--- src/rtl/compare_result_monitor.sv ---
// compare_result_monitor: qualifies one-hot comparator flags, tracks the accepted relation,
// counts relation changes per destination, and raises a sticky change interrupt.
module compare_result_monitor #(
    parameter int FILT_LEN = 3,
    parameter int CNT_W    = 8
) (
    input  logic             clk,
    input  logic             rst_n,
    input  logic             in_valid,
    input  logic             a_gt_b,
    input  logic             a_eq_b,
    input  logic             a_lt_b,
    input  logic             clear,
    input  logic             irq_ack,
    output logic [1:0]       rel_state,
    output logic             rel_valid,
    output logic             change_pulse,
    output logic [CNT_W-1:0] gt_cnt,
    output logic [CNT_W-1:0] eq_cnt,
    output logic [CNT_W-1:0] lt_cnt,
    output logic [CNT_W-1:0] err_cnt,
    output logic             irq
);
    typedef enum logic [1:0] {UNKNOWN = 2'b00, LT = 2'b01, EQ = 2'b10, GT = 2'b11} rel_t;

    localparam logic [3:0]       FL   = 4'(FILT_LEN);
    localparam logic [CNT_W-1:0] CMAX = '1;

    rel_t       state, state_nxt, run_rel, sample_rel;
    logic [3:0] run_len, len_nxt;
    logic       legal, take;

    function automatic logic [CNT_W-1:0] sat_inc(input logic [CNT_W-1:0] v);
        return (v == CMAX) ? v : v + 1'b1;
    endfunction

    // run_rel is UNKNOWN whenever no run is in progress, so it never matches a legal sample
    always_comb begin
        legal      = (a_gt_b ^ a_eq_b ^ a_lt_b) & ~(a_gt_b & a_eq_b & a_lt_b);
        sample_rel = a_gt_b ? GT : a_eq_b ? EQ : LT;
        len_nxt    = (sample_rel == run_rel) ? ((run_len >= FL) ? FL : run_len + 4'd1) : 4'd1;
        take       = in_valid && legal && len_nxt == FL && sample_rel != state;
        state_nxt  = clear ? UNKNOWN : take ? sample_rel : state;
    end

    always_ff @(posedge clk or negedge rst_n) begin
        if (!rst_n)
            state <= UNKNOWN;
        else
            state <= state_nxt;
    end

    always_ff @(posedge clk or negedge rst_n) begin
        if (!rst_n) begin
            run_rel      <= UNKNOWN;
            run_len      <= '0;
            change_pulse <= 1'b0;
            irq          <= 1'b0;
            gt_cnt       <= '0;
            eq_cnt       <= '0;
            lt_cnt       <= '0;
            err_cnt      <= '0;
        end else if (clear) begin
            run_rel      <= UNKNOWN;
            run_len      <= '0;
            change_pulse <= 1'b0;
            irq          <= 1'b0;
            gt_cnt       <= '0;
            eq_cnt       <= '0;
            lt_cnt       <= '0;
            err_cnt      <= '0;
        end else begin
            change_pulse <= take;
            irq          <= take | (irq & ~irq_ack);
            if (in_valid && legal) begin
                run_rel <= sample_rel;
                run_len <= len_nxt;
            end else if (in_valid) begin
                run_rel <= UNKNOWN;
                run_len <= '0;
                err_cnt <= sat_inc(err_cnt);
            end
            if (take && sample_rel == GT) gt_cnt <= sat_inc(gt_cnt);
            if (take && sample_rel == EQ) eq_cnt <= sat_inc(eq_cnt);
            if (take && sample_rel == LT) lt_cnt <= sat_inc(lt_cnt);
        end
    end

    assign rel_state = state;
    assign rel_valid = state != UNKNOWN;
endmodule

--- config.mk ---
export PLATFORM = sky130hd
export DESIGN_NAME = compare_result_monitor
export DESIGN_NICKNAME = d
export VERILOG_FILES = /design/src/rtl/compare_result_monitor.sv
export SDC_FILE = /design/constraint.sdc
export NUM_CORES = 1
export LEC_CHECK = 0
export CORE_AREA = 4 4 88 57
export CTS_CLUSTER_SIZE = 24
export DETAILED_ROUTE_END_ITERATION = 16
export DIE_AREA = 0 0 92 61
export DONT_BUFFER_PORTS = 1
export PLACE_DENSITY = 0.82
export SYNTH_ARGS = -nofsm -noshare
export SYNTH_HDL_FRONTEND = slang
export SYNTH_SLANG_ARGS = --single-unit
--- constraint.sdc ---
create_clock -name clk -period 2.4 [get_ports clk]
set_clock_uncertainty 0.15 [all_clocks]
set_input_delay 0.48 -clock clk [delete_from_list [all_inputs] [get_ports clk]]
set_output_delay 0.48 -clock clk [all_outputs]
set_load 0.01 [all_outputs]
==> results of run 1 <==
[worst reg2reg max path, cell delays in order (launching register included)]
cell      delay, ns
dfrtp_1        0.41
ha_1           0.32
nand2b_1       0.06
a22o_1         0.32
or3_4          0.39
nor4_4         0.23
mux2_4         0.32
[area by class of cell]
| type | count | area (µm²) |
|---|---|---|
| clock buffer | 5 | 68.8 |
| clock inverter | 2 | 10.0 |
| fill | 345 | 1450 |
| inverter | 11 | 58.8 |
| multi-input combinational | 179 | 1250 |
| sequential | 42 | 1050 |
| tap | 60 | 75.1 |
| timing repair buffer | 16 | 139 |
[state kept, by name, indices dropped and copies added, names as in the netlist, 2 cells and up]
| name | cells |
|---|---|
| lt_cnt | 8 |
| run_len | 4 |
| rel_state | 2 |
| gt_cnt | 8 |
| err_cnt | 8 |
| run_rel | 2 |
| eq_cnt | 8 |
[cells in the mapped netlist (2+ instances only)]
master	number
a21o_1	5
a21oi_1	16
a31o_1	4
and3_1	7
clkbuf_1	5
dfrtp_1	42
ha_1	10
inv_1	11
mux2_1	4
mux2i_1	4
nand2_1	4
nand2b_1	6
nand3_1	13
nand3b_1	2
nand4_1	7
nor2_1	39
nor2b_1	4
nor3_1	6
nor3b_1	2
nor4_1	6
nor4_2	2
nor4_4	2
nor4b_1	4
xnor2_1	14
xor2_1	4
[routing by layer]
metal / part of all wire / wire (µm)
met1: 0.47 / 2490
met2: 0.46 / 2440
met3: 0.069 / 368
met4: 0.0056 / 30
met5: 0 / 0
[through the flow]
stage	hold WS (ns)	instance area, µm²	std cells	util	TNS, ns
after global routing	0.0777	2650	315	0.647	-0.00417
final	0.0940	2650	315	0.647	0
after detailed placement	0.0355	2510	304	0.612	-1.78
after floorplan	0.0344	2380	239	-	-0.825
after CTS	0.0826	2620	313	0.639	0
after global placement	0.0356	2510	304	0.612	-1.05
[where the power goes]
| part | total, µW | internal [µW] | switching (µW) | leakage (µW) |
|---|---|---|---|---|
| combinational | 108 | 45.7 | 62.2 | 0.000538 |
| sequential | 724 | 713 | 10.4 | 0.000585 |
| clock | 438 | 196 | 242 | 0.0000438 |
| total | 1270 | 955 | 315 | 0.00117 |
[path summary, 6_finish.rpt]
path	startpoint	cells past startpoint	to	slack, ns
setup / recovery	a_eq_b	8	lt_cnt[5]$_DFFE_PN0P_	0.05
hold / removal	in_valid	1	run_len[3]$_DFFE_PN0P_	0.09
setup reg to reg	run_len[0]$_DFFE_PN0P_	6	lt_cnt[5]$_DFFE_PN0P_	0.09
hold reg to reg	run_len[1]$_DFFE_PN0P_	2	run_len[1]$_DFFE_PN0P_	0.38
max in group asynchronous	rst_n	2	err_cnt[1]$_DFFE_PN0P_	1.34
min in group asynchronous	rst_n	2	lt_cnt[4]$_DFFE_PN0P_	0.55
[timing repair]
action                                  CTS  global route
resized for setup                         0             4
endpoints found under the setup margin    0             2
buffers inserted                          0             2
endpoints found under the hold margin    42             0
hold buffers                              2             0
[kinds of logic (layout without fill, tap and decap cells)]
kind of cell             after synthesis  count (layout)
buffers and inverters                 18              34
AO/OA/AOI/OAI                         33              33
flip-flops                            42              42
AND/OR/NAND/NOR                      110             110
XOR/XNOR                              18              18
adder cells (fa/ha/maj)               10              10
multiplexers                           8               8
==> impl_results.md, run 1 <==
- Outcome: completed
- TritonCTS clock tree: yes
- Clock sink count: 42
- Fmax: roughly 430 MHz
- M3 GR Usage: 0.0657
- Die area: between 5000 and 6000 µm²
- Number of global-route vias before repair: approximately 1700
- Most common cell after layout, fill and taps aside: dfrtp_1
- Diode count: 0
- Crit path buf inv count: 2
- Final ANT Viol Nets: 0
- H-tree Lvls: 2
- Commonest non-fill, non-tap cells in the layout: dfrtp_1, nor2_1, a21oi_1
- Peak VDD IR: ~250 µV
- DP Wirelength: ~3700 µm
- Crit share post-route: 0.979
- Synthesized area per cell: 9.81 µm²
- WP data required: 2.43 ns
- Final Hold Viols: 0
- XOR/XNOR Fraction of Synth Area: 0.0673
- Worst path max stage delay: 0.39 ns
- Initial antenna violation count: 0
- Gpl congestion: approximately 0.8
- Iteration-0 DRC Markers: about 150
- Top cells by area, synth: dfrtp_1, nor2_1, ha_1
- Critical path capture point type: flop
- Multiplexer share of the synthesized area: 0.0363
- Die span in y: 61 µm
- WL/cell: between 15 and 20 µm
- Critical Path Start Type: input port
- Initial DRT Pass Iterations: 4
- Netlist Area Pre-Place: between 2000 and 2500 µm²
- Count of final setup violators: 0
- First-pass GRT wire length: 8650 µm
- Syn nets: approximately 260
- Core ar.: 4100 µm²
- Power, Total: ~1300 µW
- CP cell instances: inv_12 > ha_4 > or3b_4 > a21o_1 > buf_4 > or3_4 > nor4_4 > mux2_4
- Sequential fraction of the synthesis area: 0.448
- Die Wd: 92 µm
- Min Tclk post-route: between 2 and 2.5 ns
- Via count: between 1500 and 2000
- Post-Route WL: roughly 5300 µm
- Via density: approximately 5.8
- HP Class: input port to flop
- Number of synthesized flops with an enable pin: 0
- Critical path type: input port to flop
- Root Buffer: clkbuf_8
- Complex-gate fraction of the synthesized area: 0.0929
- Post-Synth Simple-Gate Area: 0.268
- GR Layer Usage met2: 0.311
- Remaining DRCs: 0
- CTS clk-pin slew, worst paths: 0.08 ns
- GRT overflow: 0
- CP max stage cell: or3_4
- Maxcap violations: 0
- Port Buffer Count: 0
- Synth Register Bits: 42
- Met1 Resource Use GR: 0.268
- Netlist cell types: 41
- Nets@finish: between 200 and 300
- Worst Path Arrival: between 2 and 2.5 ns
- CP top delay family: simple AND/OR/NAND/NOR gates
- Worst-margin pin slew: between 0.4 and 0.5 ns
- Longest Clk Path Bufs: 2
- Leak: 0.00117 µW
- Largest net degree at the start of global routing: 50
- Setup WS post-layout: between 0.05 and 0.06 ns
- Worst-path maximum fanout: 4
- IO Count: between 40 and 50
- Async set-reset flop share out of synthesis: 1.00
- Largest family of logic cells by synthesized area: simple AND/OR/NAND/NOR gates
- Synth area leader: dfrtp_1
- Area Growth Syn to Fin: 13.2%
- Share of layout cells above drive strength 1: 0.137
- Yosys Warn Count: 0
- Syn Inst Count: approximately 240
- Worst-Skew Late Latency: between 0.2 and 0.3 ns
- Share of the synthesized area in the top cell type: 0.448
- GRT Max-Usage Layer: met2
- Slew Viols, Final: 0
- Slew HR: 0.683
- Pre-CTS setup slack: -0.192 ns
- Synth Flop Type: dfrtp_1
- Adder-cell share of the synthesized area: 0.0534
- Cell row count: 18
- Starting density of the core: 0.572
- Total track usage: 0.198
- CTS buffer count: 5
- Pwr/cell area: around 480 nW/µm²
(Power assumes the default switching activity.)
==> run 2: changes to the inputs <==
Settings changed: CELL_PAD_IN_SITES_DETAIL_PLACEMENT from default to 2, CELL_PAD_IN_SITES_GLOBAL_PLACEMENT from default to 2, CORE_AREA 4 4 88 57 to 4 4 111 71, DIE_AREA 0 0 92 61 to 0 0 115 75, PLACE_DENSITY 0.82 to 0.81, TNS_END_PERCENT from default to 50.
==> run 2 against run 1 <==
Net effect:
- clock-buffer cell count increased by 2
- non-clock buffer count rose by 5
- register-to-register slack better by 0.03 ns
- global-route usage down 2.8 points
- critical endpoint unchanged
- critical path depth down 1
- first-iteration DRC count down 52%
- final cell count is 11% higher
==> impl_results.md, run 2 (same netlist as run 1, synthesis figures left out) <==
- Outcome: completed
- Share of layout cells above drive strength 1: 0.138
- R2r setup slk: approximately 0.12 ns
- Maxcap violations: 0
- Iteration-0 DRC Markers: a little over 70
- Gpl congestion: 0.760
- Die area: 8630 µm²
- Pwr/cell area: approximately 530 nW/µm²
- Sum Neg Setup Slack: 0 ns
- IO Count: 45
- WP data required: 2.42 ns
- Min Tclk post-route: between 2 and 2.5 ns
- Core ar.: approximately 7000 µm²
- Worst path max stage delay: between 0.4 and 0.5 ns
- CTS buffer count: 5
- Crit share post-route: 0.966
- Finished Core Util: 0.399
- Initial antenna violation count: 0
- CP cell instances: inv_6 > ha_4 > or3b_4 > a21o_1 > or3_4 > nor4_4 > mux2_1
- Slew HR: 0.708
- Diode count: 0
- WL met2: between 3000 and 4000 µm
- Reg-to-Reg Start: run_len[0]$_DFFE_PN0P_
- Worst-path maximum fanout: 4
- First-pass GRT wire length: 11300 µm
- RSZ-0062 raised after global routing: yes
- Remaining DRCs: 0
- Initial DRT Pass Iterations: 4
- M1 wire length: 3070 µm
- Root Buffer: clkbuf_16
- GRT overflow: 0
- Hold Path Origin: clear
- R2R Path End: eq_cnt[4]$_DFFE_PN0P_
- Leak: between 0.001 and 0.0015 µW
- Area Growth Syn to Fin: 18.6%
- Commonest non-fill, non-tap cells in the layout: dfrtp_1, nor2_1, buf_4
- Clock sink count: 42
- DR WL met3: 415 µm
- Starting density of the core: 0.336
- HP Class: input port to flop
- Final ANT Viol Nets: 0
- Largest net degree at the start of global routing: 50
- Final Hold Viols: 0
- R2r worst-path depth: 7
- Hold EP: eq_cnt[3]$_DFFE_PN0P_
- Critical path capture point type: flop
- TritonCTS clock tree: yes
- Max layer used: met4
- Worst-Skew Late Latency: ~0.28 ns
- Die Wd: approximately 120 µm
- Critical Path Start Type: input port
- Via density: between 5 and 6
- Cell row count: 24
- Peak VDD IR: about 210 µV
- WL/cell: ~19 µm
- Number of global-route vias before repair: ~2100
- Port Buffer Count: 0
- Nets@finish: about 280
- H-tree Lvls: 2
- Count of final setup violators: 0
- Post-Route WL: ~6600 µm
- Worst Path Arrival: ~2.3 ns
- CTS clk-pin slew, worst paths: roughly 0.060 ns
- Most common cell after layout, fill and taps aside: dfrtp_1
- Total track usage: 0.170
- Via count: approximately 1900
- Power, Total: 1480 µW
- CP max stage cell: or3b_4
- Slew Viols, Final: 0
- Critical path type: input port to flop
- DP Wirelength: between 4000 and 5000 µm
- Post-CTS Setup Inserts: 0
- Hold path cells: 1
- Worst-margin pin slew: 0.436 ns
- Longest Clk Path Bufs: 2
- Fmax: 431 MHz
- Die span in y: ~75 µm
-- run 2: changes by cell type in the layout (fill, tap and decap cells not counted), sizes merged --
cell	previous run	this run
buf	15	20
clkbuf	5	7
clkinv	2	0
-- run 2: worst max path at each step --
| stage | cells past startpoint | slack [ns] | to | startpoint |
|---|---|---|---|---|
| after floorplan | 8 | -0.26 | lt_cnt[5]$_DFFE_PN0P_ | a_eq_b |
| after global placement | 7 | -0.17 | lt_cnt[5]$_DFFE_PN0P_ | a_eq_b |
| after detailed placement | 7 | -0.23 | lt_cnt[5]$_DFFE_PN0P_ | a_gt_b |
| after CTS | 7 | 0.06 | lt_cnt[5]$_DFFE_PN0P_ | a_gt_b |
| after global routing | 8 | -0.004 | lt_cnt[4]$_DFFE_PN0P_ | a_gt_b |
| final | 7 | 0.08 | lt_cnt[5]$_DFFE_PN0P_ | a_gt_b |
-- run 2: what timing repair did --
action / 4_1_cts / 5_1_grt
hold endpoints to repair: 42 / 0
endpoints found under the setup margin: 0 / 2
hold buffers: 2 / 0
gates resized for setup: 0 / 1
-- run 2: worst max-delay path, delay by kind of cell --
| family | cells | cell delay, ns |
|---|---|---|
| AND/OR/NAND/NOR | 3 | 1.05 |
| multiplexers | 1 | 0.34 |
| AO/OA/AOI/OAI | 1 | 0.22 |
| adder cells (fa/ha/maj) | 1 | 0.19 |
| buffers and inverters | 1 | 0.05 |
-- run 2: routing by layer --
metal  vias to the layer above  GRT usage
met5                         -          0
met3                         8     0.0450
met4                         0     0.0547
met1                       984      0.226
li1                        887          -
met2                        37      0.276
-- run 2: power by group --
group / total, µW / switching [µW] / internal (µW)
Sequential: 725 / 10.2 / 715
Combinational: 120 / 68.9 / 50.8
Clock: 640 / 260 / 380
Total: 1480 / 339 / 1150
-- run 2: final cells by class --
class	count	area, µm²
Clock buffer	7	133
Fill cell	761	4190
Inverter	11	58.8
Multi-Input combinational cell	179	1240
Sequential cell	42	1050
Tap cell	91	114
Timing Repair Buffer	21	180
-- run 2: through the flow --
step | area [µm²] | setup slack, ns | hold WS [ns] | cells
2_1_floorplan | 2380 | -0.262 | 0.0344 | 239
3_3_place_gp | 2600 | -0.167 | 0.0361 | 342
3_5_place_dp | 2600 | -0.234 | 0.0354 | 342
4_1_cts | 2770 | 0.0584 | 0.100 | 351
5_1_grt | 2780 | -0.00416 | 0.0968 | 351
6_report | 2780 | 0.0821 | 0.106 | 351
==> run 3: changes to the inputs <==
--- a/constraint.sdc
+++ b/constraint.sdc
@@ -3,3 +3,3 @@
 set_input_delay 0.48 -clock clk [delete_from_list [all_inputs] [get_ports clk]]
 set_output_delay 0.48 -clock clk [all_outputs]
-set_load 0.01 [all_outputs]
+set_load 0.05 [all_outputs]
==> run 3 against run 2 <==
Net effect:
- combinational power rose by 22%
- first-iteration DRC count rose by 5.6%
- cell area rose by 8.5%
- critical path type is now flop to flop
==> impl_results.md, run 3 (same netlist as run 1, synthesis figures left out) <==
- Outcome: completed
- Cell row count: 24
- TritonCTS clock tree: yes
- Pwr/cell area: just over 500 nW/µm²
- Peak VDD IR: 288 µV
- Initial DRT Pass Iterations: 4
- Crit share post-route: 0.982
- Worst-margin pin slew: between 0.5 and 0.6 ns
- CP max stage cell: dfrtp_2
- Maxcap violations: 0
- Core ar.: 6970 µm²
- Starting density of the core: 0.336
- Number of global-route vias before repair: roughly 2300
- Gpl congestion: between 0.7 and 0.8
- Placed Cells: approximately 370
- Longest Clk Path Bufs: 2
- Filler cells: 769
- Min Tclk post-route: between 2 and 2.5 ns
- Post-CTS Setup Inserts: 0
- H-tree Lvls: 2
- Final Hold Viols: 0
- Total track usage: 0.196
- Iteration-0 DRC Markers: 75
- Share of layout cells above drive strength 1: 0.240
- First-pass GRT wire length: between 10000 and 15000 µm
- Via count: a little over 2000
- Root Buffer: clkbuf_16
- Largest net degree at the start of global routing: 50
- Clock sink count: 42
- Die span in y: between 70 and 80 µm
- Post-Route WL: 8080 µm
- Fmax: ~420 MHz
- Final ANT Viol Nets: 0
- GRT overflow: 0
- Commonest non-fill, non-tap cells in the layout: buf_4, dfrtp_1, nor2_1
- Most common cell after layout, fill and taps aside: buf_4
- Initial antenna violation count: 0
- Worst Path Arrival: between 2 and 2.5 ns
- Worst path max stage delay: approximately 0.45 ns
- Worst-path maximum fanout: 4
- Pre-CTS setup slack: -0.205 ns
- Critical path type: flop to flop
- WL/cell: around 21 µm
- Diode count: 0
- IO Count: 45
- Setup WS post-layout: 0.0434 ns
- CTS clk-pin slew, worst paths: 0.06 ns
- Die area: 8630 µm²
- Final hold slack: 0.103 ns
- CP cell instances: ha_4 > nand2b_1 > a22o_4 > buf_4 > nor4_4 > nand4_1 > mux2_1
- Port Buffer Count: 0
- Worst-Skew Late Latency: approximately 0.28 ns
- CTS buffer count: 5
- Count of final setup violators: 0
- DP Wirelength: roughly 5500 µm
- Crit path buf inv count: 1
- Critical path capture point type: flop
- Slew HR: 0.633
- CP top delay family: simple AND/OR/NAND/NOR gates
- Slew Viols, Final: 0
- Final cell count without fillers: 379
- Remaining DRCs: 0
- Die Wd: around 120 µm
- Via density: ~5.4
- Area Growth Syn to Fin: 28.7%
- HP Class: input port to flop
- Critical Path Start Type: flop
- WP data required: around 2.4 ns
- Nets@finish: about 300
- RSZ-0062 raised after global routing: yes
- Leak: 0.00136 µW
[run 3: changes by cell type in the layout (fill, tap and decap cells not counted), sizes merged]
cell	delta
clkinv	+2
buf	+27
clkbuf	-1
[run 3: final cells by class]
class,instances,area (µm²),area share
Inverter,11,58.8,0.0195
Clock buffer,6,129,0.0427
Sequential cell,42,1050,0.349
Multi-Input combinational cell,179,1260,0.420
Timing Repair Buffer,48,383,0.127
Clock inverter,2,13.8,0.00456
Tap cell,91,114,0.0378
[run 3: repair_timing]
action | 4_1_cts | 5_1_grt
endpoints found under the hold margin | 42 | 0
pin swaps | 0 | 0
hold buffers | 2 | 0
gates resized for setup | 1 | 5
setup endpoints to repair | 1 | 10
[run 3: layer usage]
metal / vias to the layer above / global-route usage / wire [µm]
met5: - / 0 / 0
met4: 0 / 0.0299 / 74
met3: 12 / 0.0618 / 541
met2: 51 / 0.324 / 3730
met1: 1058 / 0.262 / 3730
li1: 941 / - / -
[run 3: final timing paths]
check | from | end | slack, ns | depth (start not counted)
min reg2reg | run_len[2]$_DFFE_PN0P_ | run_len[2]$_DFFE_PN0P_ | 0.42 | 1
max reg2reg | run_len[0]$_DFFE_PN0P_ | eq_cnt[4]$_DFFE_PN0P_ | 0.04 | 7
max | run_len[0]$_DFFE_PN0P_ | eq_cnt[4]$_DFFE_PN0P_ | 0.04 | 7
max in group asynchronous | rst_n | run_len[0]$_DFFE_PN0P_ | 1.31 | 2
min in group asynchronous | rst_n | lt_cnt[0]$_DFFE_PN0P_ | 0.54 | 2
min | clear | eq_cnt[5]$_DFFE_PN0P_ | 0.10 | 1
[run 3: report_power, final]
group / total (µW) / internal, µW / switching (µW)
Sequential: 722 / 714 / 7.83
Clock: 688 / 387 / 301
Combinational: 146 / 53.4 / 93.0
[run 3: per-stage QoR]
step                 util  TNS, ns  cell area (µm²)  power [µW]
floorplan               -    -1.15             2380         821
global placement    0.402    -1.50             2800         840
detailed placement  0.402    -2.99             2800         848
CTS                 0.429        0             2990        1560
global route        0.433  -0.0197             3020        1620
finish              0.433        0             3020        1560
[run 3: worst register-to-register path: stages, from the launching register on]
cell      delay, ns
dfrtp_2        0.45
ha_4           0.29
nand2b_1       0.08
a22o_4         0.26
buf_4          0.16
nor4_4         0.32
nand4_1        0.18
mux2_1         0.34
